[config.mk]
export PLATFORM = sky130hd
export DESIGN_NAME = display_note_window_flat
export DESIGN_NICKNAME = d
export VERILOG_FILES = /design/src/rtl/display_pkg.sv /design/src/rtl/display_note_window_if.sv /design/src/rtl/display_note_window_first_free_slot.sv /design/src/rtl/display_note_window.sv /design/src/flat_wrapper.sv
export SDC_FILE = /design/constraint.sdc
export NUM_CORES = 2
export LEC_CHECK = 0
export BUFFER_PORTS_ARGS = -buffer_cell sky130_fd_sc_hd__buf_2
export CORE_MARGIN = 3
export CORE_UTILIZATION = 34
export CTS_CLUSTER_DIAMETER = 100
export CTS_CLUSTER_SIZE = 20
export DETAILED_ROUTE_END_ITERATION = 7
export GPL_ROUTABILITY_DRIVEN = 1
export PLACE_DENSITY = 0.57
export SLEW_MARGIN = 20
export SYNTH_ARGS = -nofsm -noshare
export SYNTH_HDL_FRONTEND = slang
export SYNTH_SLANG_ARGS = --single-unit
[constraint.sdc]
create_clock -name clk -period 7.5 [get_ports clk]
set_input_delay 0.75 -clock clk [delete_from_list [all_inputs] [get_ports clk]]
set_output_delay 0.75 -clock clk [all_outputs]
set_load 0.02 [all_outputs]
[src/rtl/display_pkg.sv]
// Shared layout for the note window and display stage.
// Entries are {note, start_beat, duration}, duration in the LSBs.
package display_pkg;

    function automatic int state_bits(int note_bits, int beat_bits);
        return note_bits + 2 * beat_bits;
    endfunction

    function automatic int state_size(int beats, int simul);
        return 2 * beats * simul;
    endfunction

    function automatic int window_len(int beats, int beat_dur);
        return beats * beat_dur;
    endfunction

    function automatic int window_bits(int beat_bits);
        return beat_bits + 2;
    endfunction

    function automatic int dur_lsb();
        return 0;
    endfunction

    function automatic int start_lsb(int beat_bits);
        return beat_bits;
    endfunction

    function automatic int note_lsb(int beat_bits);
        return 2 * beat_bits;
    endfunction

endpackage

[src/rtl/display_note_window_if.sv]
// Note event handshake into the window.
// The producer drives the note; the window answers with ready.
interface display_note_window_if #(
    parameter int NOTE_BITS = 6,
    parameter int BEAT_BITS = 16
);
    logic                 note_in_valid;
    logic [NOTE_BITS-1:0] note_in;
    logic [BEAT_BITS-1:0] note_in_duration;
    logic                 note_in_ready;

    modport master (
        output note_in_valid, note_in, note_in_duration,
        input  note_in_ready
    );

    modport slave (
        input  note_in_valid, note_in, note_in_duration,
        output note_in_ready
    );
endinterface

[src/rtl/display_note_window_first_free_slot.sv]
// Priority encoder: lowest set bit of the free mask.
// Also reports whether any bit is set.
module first_free_slot #(
    parameter  int N  = 16,
    localparam int IW = (N > 1) ? $clog2(N) : 1
) (
    input  logic [N-1:0]  free,
    output logic [IW-1:0] idx,
    output logic          any
);
    always_comb begin
        idx = '0;
        for (int i = N - 1; i >= 0; i--) begin
            if (free[i]) idx = IW'(i);
        end
    end

    assign any = |free;
endmodule

[src/rtl/display_note_window.sv]
// Sliding window of on-screen notes with per-frame snapshot.
// Stamps, stores and evicts notes; publishes on frame_start.
module display_note_window
    import display_pkg::*;
#(
    parameter  int DISPLAYED_BEATS    = 4,
    parameter  int SIMULTANEOUS_NOTES = 2,
    parameter  int BEAT_DURATION      = 48,
    parameter  int BEAT_BITS          = 16,
    parameter  int NOTE_BITS          = 6,
    localparam int NSB = state_bits(NOTE_BITS, BEAT_BITS),
    localparam int NSS = state_size(DISPLAYED_BEATS, SIMULTANEOUS_NOTES)
) (
    input  logic                 clk,
    input  logic                 rst,
    input  logic                 reset_player,
    input  logic                 play,
    input  logic                 song_done,
    input  logic                 beat_tick,
    input  logic                 frame_start,
    display_note_window_if.slave note_bus,
    output logic [NSB-1:0]       notes [NSS],
    output logic                 valid,
    output logic [BEAT_BITS-1:0] current_beat
);
    localparam int WB = window_bits(BEAT_BITS);
    localparam int IW = (NSS > 1) ? $clog2(NSS) : 1;
    localparam int DL = dur_lsb();
    localparam int SL = start_lsb(BEAT_BITS);
    localparam logic [WB-1:0] WIN =
        WB'(window_len(DISPLAYED_BEATS, BEAT_DURATION));

    logic [NSB-1:0] slots   [NSS];
    logic [NSB-1:0] slots_n [NSS];
    logic [NSS-1:0] free;
    logic [IW-1:0]  idx;
    logic           any_free;
    logic           take;
    logic           advance;
    logic [WB-1:0]  lim;

    always_comb begin
        for (int i = 0; i < NSS; i++) begin
            free[i] = ~|slots[i][DL +: BEAT_BITS];
        end
    end

    first_free_slot #(.N(NSS)) u_ffs (
        .free (free),
        .idx  (idx),
        .any  (any_free)
    );

    // rst gates ready so it reads 0 while held in reset
    assign note_bus.note_in_ready = rst & any_free & ~reset_player;

    assign take = note_bus.note_in_valid & note_bus.note_in_ready
                & (|note_bus.note_in_duration);

    assign advance = beat_tick & play & ~song_done & ~&current_beat;

    // target comes from pre-eviction emptiness, so no collision
    always_comb begin
        slots_n = slots;
        lim     = '0;
        for (int i = 0; i < NSS; i++) begin
            lim = WB'(slots[i][SL +: BEAT_BITS])
                + WB'(slots[i][DL +: BEAT_BITS]) + WIN;
            if (!free[i] && lim <= WB'(current_beat)) begin
                slots_n[i] = '0;
            end
        end
        if (take) begin
            slots_n[idx] = {note_bus.note_in, current_beat,
                            note_bus.note_in_duration};
        end
    end

    always_ff @(posedge clk or negedge rst) begin
        if (!rst) begin
            slots        <= '{default: '0};
            notes        <= '{default: '0};
            valid        <= 1'b0;
            current_beat <= '0;
        end else if (reset_player) begin
            slots        <= '{default: '0};
            notes        <= '{default: '0};
            valid        <= 1'b0;
            current_beat <= '0;
        end else begin
            slots <= slots_n;
            if (frame_start) begin
                notes <= slots;
                valid <= 1'b1;
            end
            if (advance) current_beat <= current_beat + 1'b1;
        end
    end
endmodule

[src/flat_wrapper.sv]
// flat-port wrapper written by rule: the top's interface ports become plain ports
module display_note_window_flat import display_pkg::*;
#(
    parameter  int DISPLAYED_BEATS    = 4,
    parameter  int SIMULTANEOUS_NOTES = 2,
    parameter  int BEAT_DURATION      = 48,
    parameter  int BEAT_BITS          = 16,
    parameter  int NOTE_BITS          = 6,
    localparam int NSB = state_bits(NOTE_BITS, BEAT_BITS),
    localparam int NSS = state_size(DISPLAYED_BEATS, SIMULTANEOUS_NOTES)
)
  (clk, rst, reset_player, play, song_done, beat_tick, frame_start, notes, valid, current_beat, note_bus_note_in_valid, note_bus_note_in, note_bus_note_in_duration, note_bus_note_in_ready);
  display_note_window_if #(.NOTE_BITS(NOTE_BITS), .BEAT_BITS(BEAT_BITS)) note_bus_i ();
  input  logic clk;
  input  logic rst;
  input  logic reset_player;
  input  logic play;
  input  logic song_done;
  input  logic beat_tick;
  input  logic frame_start;
  output logic [NSB-1:0] notes[NSS];
  output logic valid;
  output logic [BEAT_BITS-1:0] current_beat;
  input wire logic [$bits(note_bus_i.note_in_valid)-1:0] note_bus_note_in_valid;
  input wire logic [$bits(note_bus_i.note_in)-1:0] note_bus_note_in;
  input wire logic [$bits(note_bus_i.note_in_duration)-1:0] note_bus_note_in_duration;
  output wire logic [$bits(note_bus_i.note_in_ready)-1:0] note_bus_note_in_ready;
  assign note_bus_i.note_in_valid = note_bus_note_in_valid;
  assign note_bus_i.note_in = note_bus_note_in;
  assign note_bus_i.note_in_duration = note_bus_note_in_duration;
  assign note_bus_note_in_ready = note_bus_i.note_in_ready;
  display_note_window #(.DISPLAYED_BEATS(DISPLAYED_BEATS), .SIMULTANEOUS_NOTES(SIMULTANEOUS_NOTES), .BEAT_DURATION(BEAT_DURATION), .BEAT_BITS(BEAT_BITS), .NOTE_BITS(NOTE_BITS)) u_core (.clk(clk), .rst(rst), .reset_player(reset_player), .play(play), .song_done(song_done), .beat_tick(beat_tick), .frame_start(frame_start), .note_bus(note_bus_i), .notes(notes), .valid(valid), .current_beat(current_beat));
endmodule
==> flow_metrics.tcl <==
set metrics [dict create \
    nets 8333 \
    io_buffers 655 \
    yosys.area.top_type_share_pct 43.3 \
    crit_start "u_core.slots[190]" \
    yosys-top-cells-area "dfrtp_1 (43%), ha_1 (9.3%), mux2i_1 (8.7%), nor2_1 (5.2%), xnor2_1 (2.4%)" \
    area_delta_synth_final_pct 12.7 \
    yosysWarnings 0 \
    cp_slowest_cell "a32oi_1" \
    fin_worst_skew_ns 0.0463 \
    grt_pass1_wl_mm 415 \
    p_leak_nw 39.8 \
    num_vias 59700 \
    rows 167 \
    critPathCaptureType "register" \
    peakVddDrop_uv 194 \
    cap_violations 0 \
    wl_mm 290 \
    synth_area_leader_cell "dfrtp_1" \
    rsz0062_at_grt "no" \
    cts_hold_buffers 1 \
    ios 656 \
    syn_avg_cell_area_um2 9.79 \
    wl_per_cell_um 27.4 \
    worst_setup_path_start_kind "register" \
    r2r-end "u_core.slots[215]" \
    status "completed" \
    post_cts_buffers 0 \
    numCtsBuffers 81 \
    synthesis.area_mm2 0.0713 \
    ys_types 100 \
    period_share_pct 88.0 \
    ys_ff_latch 1233 \
    grt_pass1_vias 57400 \
    cts_num_sinks 1233 \
    vias_per_cell 5.64 \
    core_area_mm2 0.208 \
    yosysMostFrequentCell "dfrtp_1" \
    detail-route-antenna-nets 0 \
    die_w_um 464 \
    drive_above_1_share_pct 15.3 \
    htree_levels 3 \
    synth_flop_cell "dfrtp_1" \
    syn_inst 7281 \
    clk_pin_slew_worst_paths_ns 0.08 \
    max_slew_margin_pct 21.5 \
    grt_overflow 0 \
    min_period_ns 6.60 \
    cts_tree "done" \
    drc 0 \
    synth_fp_nets 7856 \
    reg2regPathDepth 23 \
    hold_ws_ns 0.295 \
    firstDrtPassIters 5 \
    grt_max_degree 184 \
    slowest_delay_ns 0.51 \
    setup_viol 0 \
    worst_slew_pin_slew_ns 1.17 \
    async_flop_share_pct 100 \
    synth_edf_count 0 \
    fmax_ghz 0.152 \
    critical_path_class "register to register" \
    path_cells "ha_1, inv_1, fa_1, nor2b_1, o31ai_1, a32oi_1, a31oi_1, xor2_1, or2_2, nor4_1, xor2_1, ha_1, and3_1, nand3_1, or2_2, or3_1, and2_0, a221o_1, nand2b_1, or4_1, nand2_1, buf_4, o22ai_1" \
    worst_ep_arrival_time_ns 7.18 \
    yosysSeqAreaShare_pct 43.3 \
    final.setup.tns_ns 0 \
    hold_viol 0 \
    drt_iter0_drc 5215 \
    clk_latency_ns 0.77 \
    die_h_um 464 \
    antenna_found_initial 25 \
    power.density_mw_per_mm2 157 \
    crit_end "u_core.slots[215]" \
    synthTopCellsByCount "dfrtp_1 (1233), nor2_1 (992), mux2i_1 (621)" \
    timing.reg2reg.setup_slack_ns 0.90 \
    power_mw 12.6 \
    timing.rr.start "u_core.slots[190]" \
    cp_max_fo 8 \
    hold_class "input pin to register" \
    worstPathRequired_ns 8.08 \
    grt.total_usage_pct 26.1 \
    cts_root_buffer "clkbuf_16" \
    finalWeightedCongestion 0.900 \
    cts_resized 0 \
    final.fill_count 20700 \
    hpwl_mm 204 \
    clock_path_buffers 3 \
    post-route-util_pct 38.7 \
    start_util_pct 34.3 \
    finalMaxSlewViolations 0 \
    dieArea_mm2 0.215 \
]
==> where the power goes <==
| group | switching (mW) | leakage (nW) | internal, mW |
|---|---|---|---|
| Sequential | 0.0508 | 17.2 | 6.67 |
| Clock | 2.56 | 1.22 | 2.19 |
| Combinational | 0.847 | 21.4 | 0.294 |
==> flip-flops by register name, indices dropped and copies added, names as in the netlist <==
name	flops
u_core.current_beat	16
u_core.notes	608
u_core.slots	608
u_core.valid	1
==> cells by family (layout without fill, tap and decap cells) <==
family	Yosys count	count (layout)	share of synthesized area, %
flip-flops	1233	1233	43.3
AND/OR/NAND/NOR	2227	2227	14.4
adder cells (fa/ha/maj)	545	545	9.74
buffers and inverters	729	1232	4.06
AO/OA/AOI/OAI	1630	1630	16.1
XOR/XNOR	293	293	3.60
multiplexers	624	624	8.77
other	0	7	0
==> layout by cell type (no fill, tap or decap), drive strengths merged, types with 27 or more instances in the layout <==
cell type,instances
o22ai,192
a211oi,64
nand2,418
o31ai,36
o211ai,48
a31oi,27
or3,41
or2,34
xnor2,197
and2,28
a21oi,270
nor2b,82
a31o,145
dfrtp,1233
nand4,84
nand3,182
and3,50
xor2,96
nor4,108
ha,529
a22o,85
mux2i,621
o21ai,252
clkbuf,87
nor3,92
buf,795
nor2,992
o32ai,75
nand2b,35
inv,339
a21o,121
o21a,85
==> critical path: cells and delay by family (launching register included) <==
family                   cells  cell delay [ns]
AND/OR/NAND/NOR             11             3.06
AO/OA/AOI/OAI                5             1.32
adder cells (fa/ha/maj)      3             0.96
flip-flops                   1             0.42
XOR/XNOR                     2             0.38
buffers and inverters        2             0.30
==> layer usage <==
| layer | GRT usage [%] | vias up | routed length [µm] |
|---|---|---|---|
| met5 | 0 | - | 61 |
| met4 | 15.1 | 8 | 19400 |
| met3 | 4.88 | 500 | 18400 |
| met2 | 40.9 | 2124 | 131000 |
| met1 | 33.7 | 29800 | 121000 |
| li1 | - | 27200 | - |
==> how the worst min path moves through the flow <==
| stage | startpoint | to | slack [ns] | cells after the start |
|---|---|---|---|---|
| 2_1_floorplan | rst | u_core.current_beat[0] | 0.45 | 0 |
| 3_3_place_gp | u_core.valid | u_core.valid | 0.47 | 2 |
| 3_5_place_dp | u_core.slots[341] | u_core.slots[341] | 0.49 | 1 |
| 4_1_cts | note_bus_note_in[4] | u_core.slots[302] | 0.22 | 3 |
| 5_1_grt | note_bus_note_in[4] | u_core.slots[302] | 0.27 | 3 |
| 6_report | note_bus_note_in[4] | u_core.slots[302] | 0.29 | 3 |
==> layout make-up <==
cell class | count | area, µm² | area share (%)
Inverter | 327 | 1230 | 1.53
Clock buffer | 87 | 2170 | 2.70
Sequential cell | 1233 | 30900 | 38.4
Tap cell | 2788 | 3490 | 4.34
Antenna cell | 7 | 17.5 | 0.0218
Timing Repair Buffer | 796 | 4500 | 5.60
Clock inverter | 22 | 317 | 0.394
Multi-Input combinational cell | 5319 | 37700 | 47.0
==> through the flow <==
| step | instance area, µm² | worst slack [ns] | cells |
|---|---|---|---|
| 2_1_floorplan | 71300 | 1.94 | 7281 |
| 3_3_place_gp | 77800 | 0.904 | 10500 |
| 3_5_place_dp | 77800 | 1.01 | 10500 |
| 4_1_cts | 80300 | 0.970 | 10600 |
| 5_1_grt | 80300 | 0.478 | 10600 |
| 6_report | 80300 | 0.903 | 10600 |
No activity file was read; power rests on OpenSTA's default activity.
